`src/rtl/game_pace_controller.sv`:
```
// Frame-rate divider, game FSM and score/high-score keeper for the scroller; all outputs registered, one-cycle latency.
// No backpressure: start/pauseToggle/collision are single-cycle pulses acted on the cycle they are sampled.
module game_pace_controller #(
    parameter int ANIM_HALF   = 208333,
    parameter int SCORE_TICKS = 240,
    parameter int MAX_SCORE   = 30
) (
    input  logic       CLOCK,
    input  logic       RESET,
    input  logic       start,
    input  logic       pauseToggle,
    input  logic       collision,
    output logic       animationClOCK,
    output logic [9:0] score,
    output logic [9:0] highScore,
    output logic [1:0] gameState,
    output logic       scoreTick
);
    localparam logic [1:0] ST_IDLE  = 2'd0;
    localparam logic [1:0] ST_RUN   = 2'd1;
    localparam logic [1:0] ST_PAUSE = 2'd2;
    localparam logic [1:0] ST_OVER  = 2'd3;

    localparam int DIV_W = (ANIM_HALF > 1) ? $clog2(ANIM_HALF) : 1;
    localparam int TMR_W = (SCORE_TICKS > 1) ? $clog2(SCORE_TICKS) : 1;
    localparam logic [DIV_W-1:0] DIV_LAST  = DIV_W'(ANIM_HALF - 1);
    localparam logic [DIV_W-1:0] DIV_ONE   = DIV_W'(1);
    localparam logic [TMR_W-1:0] TMR_LAST  = TMR_W'(SCORE_TICKS - 1);
    localparam logic [TMR_W-1:0] TMR_ONE   = TMR_W'(1);
    localparam logic [9:0]       SCORE_MAX = 10'(MAX_SCORE);

    logic [DIV_W-1:0] div_cnt;
    logic [TMR_W-1:0] tmr_cnt;
    logic             div_run;
    logic             div_wrap;
    logic             score_edge;

    always_comb begin
        div_run    = (gameState == ST_IDLE) || (gameState == ST_RUN);
        div_wrap   = div_run && (div_cnt == DIV_LAST);
        // A collision in the same cycle swallows the edge so no late increment sneaks in.
        score_edge = div_wrap && !animationClOCK && (gameState == ST_RUN) && !collision;
    end

    always_ff @(posedge CLOCK) begin
        if (RESET) begin
            gameState      <= ST_IDLE;
            div_cnt        <= '0;
            tmr_cnt        <= '0;
            score          <= '0;
            highScore      <= '0;
            animationClOCK <= 1'b0;
            scoreTick      <= 1'b0;
        end else begin
            scoreTick <= 1'b0;

            if (gameState == ST_OVER) begin
                div_cnt        <= '0;
                animationClOCK <= 1'b0;
            end else if (div_wrap) begin
                div_cnt        <= '0;
                animationClOCK <= ~animationClOCK;
            end else if (div_run) begin
                div_cnt <= div_cnt + DIV_ONE;
            end

            if (score_edge) begin
                if (tmr_cnt == TMR_LAST) begin
                    tmr_cnt <= '0;
                    if (score < SCORE_MAX) begin
                        score     <= score + 10'd1;
                        scoreTick <= 1'b1;
                    end
                end else begin
                    tmr_cnt <= tmr_cnt + TMR_ONE;
                end
            end

            case (gameState)
                ST_IDLE: begin
                    if (start) begin
                        gameState <= ST_RUN;
                        score     <= '0;
                        tmr_cnt   <= '0;
                    end
                end
                ST_RUN: begin
                    if (collision) begin
                        gameState <= ST_OVER;
                        if (score > highScore) begin
                            highScore <= score;
                        end
                    end else if (pauseToggle) begin
                        gameState <= ST_PAUSE;
                    end
                end
                ST_PAUSE: begin
                    if (pauseToggle) begin
                        gameState <= ST_RUN;
                    end
                end
                default: begin
                    if (start) begin
                        gameState <= ST_RUN;
                        score     <= '0;
                        tmr_cnt   <= '0;
                    end
                end
            endcase
        end
    end
endmodule

```
`config.mk`:
```
export PLATFORM = sky130hd
export DESIGN_NAME = game_pace_controller
export DESIGN_NICKNAME = d
export VERILOG_FILES = /design/src/rtl/game_pace_controller.sv
export SDC_FILE = /design/constraint.sdc
export NUM_CORES = 1
export LEC_CHECK = 0
export ABC_AREA = 1
export BUFFER_PORTS_ARGS = -buffer_cell sky130_fd_sc_hd__buf_2
export CAP_MARGIN = 20
export CORE_MARGIN = 2
export CORE_UTILIZATION = 62
export CTS_BUF_LIST = sky130_fd_sc_hd__clkbuf_2 sky130_fd_sc_hd__clkbuf_4 sky130_fd_sc_hd__clkbuf_8
export CTS_CLUSTER_SIZE = 28
export DETAILED_ROUTE_END_ITERATION = 12
export GPL_ROUTABILITY_DRIVEN = 0
export PLACE_DENSITY_LB_ADDON = 0.05
export SETUP_SLACK_MARGIN = 0.15
export SLEW_MARGIN = 20
export SYNTH_ARGS = -nofsm -noshare
export SYNTH_HDL_FRONTEND = slang
export SYNTH_SLANG_ARGS = --single-unit
```
`constraint.sdc`:
```
create_clock -name CLOCK -period 5.3 [get_ports CLOCK]
set_clock_uncertainty 0.1 [all_clocks]
set_input_delay 1.06 -clock CLOCK [delete_from_list [all_inputs] [get_ports CLOCK]]
set_output_delay 1.06 -clock CLOCK [all_outputs]
set_load 0.02 [all_outputs]
```
==> impl_metrics.yaml <==
floorplanning:
  io_pins: 29
  initial_core_util: 0.657
  die_area_um2: 4840
  coreArea_um2: 4060
  die_y_um: 69.6
  row_count: 23
  die_width_um: 69.6
clock_network:
  clkSinkCount: 50
  cts-htree-levels: 2
  cts_setup_buffers: 0
  root_buffer: "clkbuf_8"
  cts_hold_buf: 0
  cts_tree: "yes"
  clk_path_buf_depth: 2
  cts.repair.resized: 0
  clk_latency_ns: 0.30
  clk_pin_slew_ns: 0.09
  cts_buffers: 5
timing:
  grt_setup_unrepaired: "no"
  finalCriticalPeriod_ns: 2.37
  max_freq_mhz: 422
  timing.hold.ws_ns: 0.381
  tightest_slew_ns: 0.746
  fin_ws_ns: 2.93
  relSlewSlack: 0.501
  finalMaxSlewViolations: 0
  finalSetupViolCount: 0
  hold_viol: 0
  fin_setup_tns_ns: 0
  fin_crit_sh: 0.448
critical_path:
  critPathCaptureType: "flop"
  criticalPathCategory: "input port to flop"
  crit_path_top_delay_cell: "nor2_1"
  critPathLaunchType: "input port"
  worst-path-max-fanout: 14
  path_cells: "buf_2 > nor2_1 > nand3_4 > nor2_1 > nand2_1 > nand2_1 > nor2_1"
  slowest_delay_ns: 0.58
  crit_top_cell: "nor2_1"
  cp.required_ns: 5.41
  arrival_ns: 2.48
synth:
  synth.distinct_cells: 31
  synth_fp_nets: 395
  synth_ff_type: "dfxtp_1"
  netlist_area_um2: 2670
  yosysSeqAreaShare: 0.376
  synth_edf_count: 0
  synth.avg_cell_area_um2: 7.16
  ys_ff_latch: 50
  yosysWarnings: 0
  async_reset_ff_frac: 0
  syn_inst: 372
final_layout:
  multi_input_area_um2: 1400
  seq_area_um2: 1000
  antenna_cells: 0
  final_nets: 424
  syn_to_final_growth_pct: 10.3
  drive_gt1_frac: 0.137
  fill_cells: 344
  post_layout_nonfiller_instances: 452
min_path:
  worstHoldPathType: "flop to flop"
power_and_ir_drop:
  p_total_uw: 717
  powerDensity_nw_per_um2: 244
  peakVddDrop_uv: 223
  leakagePower_nw: 1.17
global_route:
  groute.usage.overall: 0.236
  antenna_found_initial: 0
  grt_pass1_wl_mm: 9.49
  grt_pass1_vias: 2159
  overflow: 0
  grt_max_degree: 16
detailed_routing:
  wl_per_cell_um: 11.9
  drc: 0
  first_pass_iters: 4
  postRouteAntennaNets: 0
  wl_mm: 5.38
  avgViaCountPerCell: 5.24
  vias: 2369
  drt_iter0_drc: 131
place:
  dp_cells: 444
  post-dp-hpwl_mm: 3.96
  io_buffers: 28
  dp_slack_ns: 2.62
flow_run:
  cap_viol_max_count: 0
status:
  status: "completed"
[per-layer routing]
layer / routed length [um] / GRT usage / part of all wire / vias to the layer above
li1: - / - / - / 1246
met1: 2570 / 0.319 / 0.48 / 1075
met2: 2520 / 0.388 / 0.47 / 39
met3: 223 / 0.0494 / 0.041 / 9
met4: 63 / 0.0588 / 0.012 / 0
met5: 0 / 0 / 0 / -
[placed cells by master, fill, tap and decap left out, types with 3 or more instances in the layout]
| master | count |
|---|---|
| nor2_2 | 5 |
| o21ai_2 | 4 |
| nor3_2 | 3 |
| xnor2_1 | 3 |
| nor3_1 | 9 |
| dfxtp_1 | 50 |
| buf_2 | 28 |
| nand3_1 | 26 |
| nand4_1 | 9 |
| o21ai_0 | 10 |
| o21a_1 | 4 |
| nand2_1 | 63 |
| a21oi_1 | 29 |
| ha_1 | 18 |
| nor2_1 | 58 |
| inv_1 | 57 |
| clkbuf_8 | 5 |
| xor2_1 | 4 |
[report_power, final]
part	internal, mW	total [mW]	switching [mW]
clock network	0.146	0.274	0.128
logic	0.0173	0.0566	0.0393
registers	0.381	0.387	0.00595
total	0.544	0.717	0.173
[state kept, by name, summed over array words and instances (netlist names)]
name / count
scoreTick: 1
tmr_cnt: 8
animationClOCK: 1
score: 10
highScore: 10
gameState: 2
div_cnt: 18
[logic make-up after synthesis]
logic type                 after synthesis  share of synthesized area
DFF                                     50                      0.376
adders and majority gates               18                     0.0845
xor gates and xnor gates                 7                     0.0230
and+or+nand+nor                        183                      0.314
AOI/OAI and AO/OA                       50                      0.106
buffers and inverters                   64                     0.0977
[path summary, 6_finish.rpt]
check                             startpoint      endpoint  slack, ns  cells past startpoint
worst min register to register  highScore[1]  highScore[1]       0.38                      2
worst min-delay path            highScore[1]  highScore[1]       0.38                      2
worst max-delay path               collision      score[1]       2.93                      7
worst max register to register  gameState[1]   div_cnt[16]       3.01                     11
[cells in the mapped netlist (3+ instances only)]
cell      n  area share
nand3_1  26       0.049
xnor2_1   3      0.0099
o21ai_0  10       0.019
a21oi_1  29       0.054
dfxtp_1  50        0.38
nor2_1   58       0.082
nor2_2    5       0.012
xor2_1    4       0.013
o21a_1    4       0.011
nor3_1    9       0.017
ha_1     18       0.085
nor3_2    3       0.011
nand4_1   9       0.021
o21ai_2   4       0.013
inv_1    57       0.080
nand2_1  63       0.089
[critical path: cells and delay by family]
| family | cells | cell delay (ns) |
|---|---|---|
| and+or+nand+nor | 6 | 1.30 |
| buffers and inverters | 1 | 0.11 |
[final cells by class]
type,count,share of cell area
Multi-Input combinational cell,258,0.478
Sequential cell,50,0.341
Inverter,58,0.0741
Timing Repair Buffer,28,0.0477
Clock buffer,6,0.0260
Tap cell,50,0.0213
Clock inverter,2,0.0128
[stage by stage]
stage / cell area [um^2] / utilization
global placement: 2830 / 0.696
global route: 2940 / 0.724
finish: 2940 / 0.724
detailed placement: 2830 / 0.696
CTS: 2940 / 0.724
floorplan: 2670 / -
Note: power is estimated with default switching activity, not from simulation.
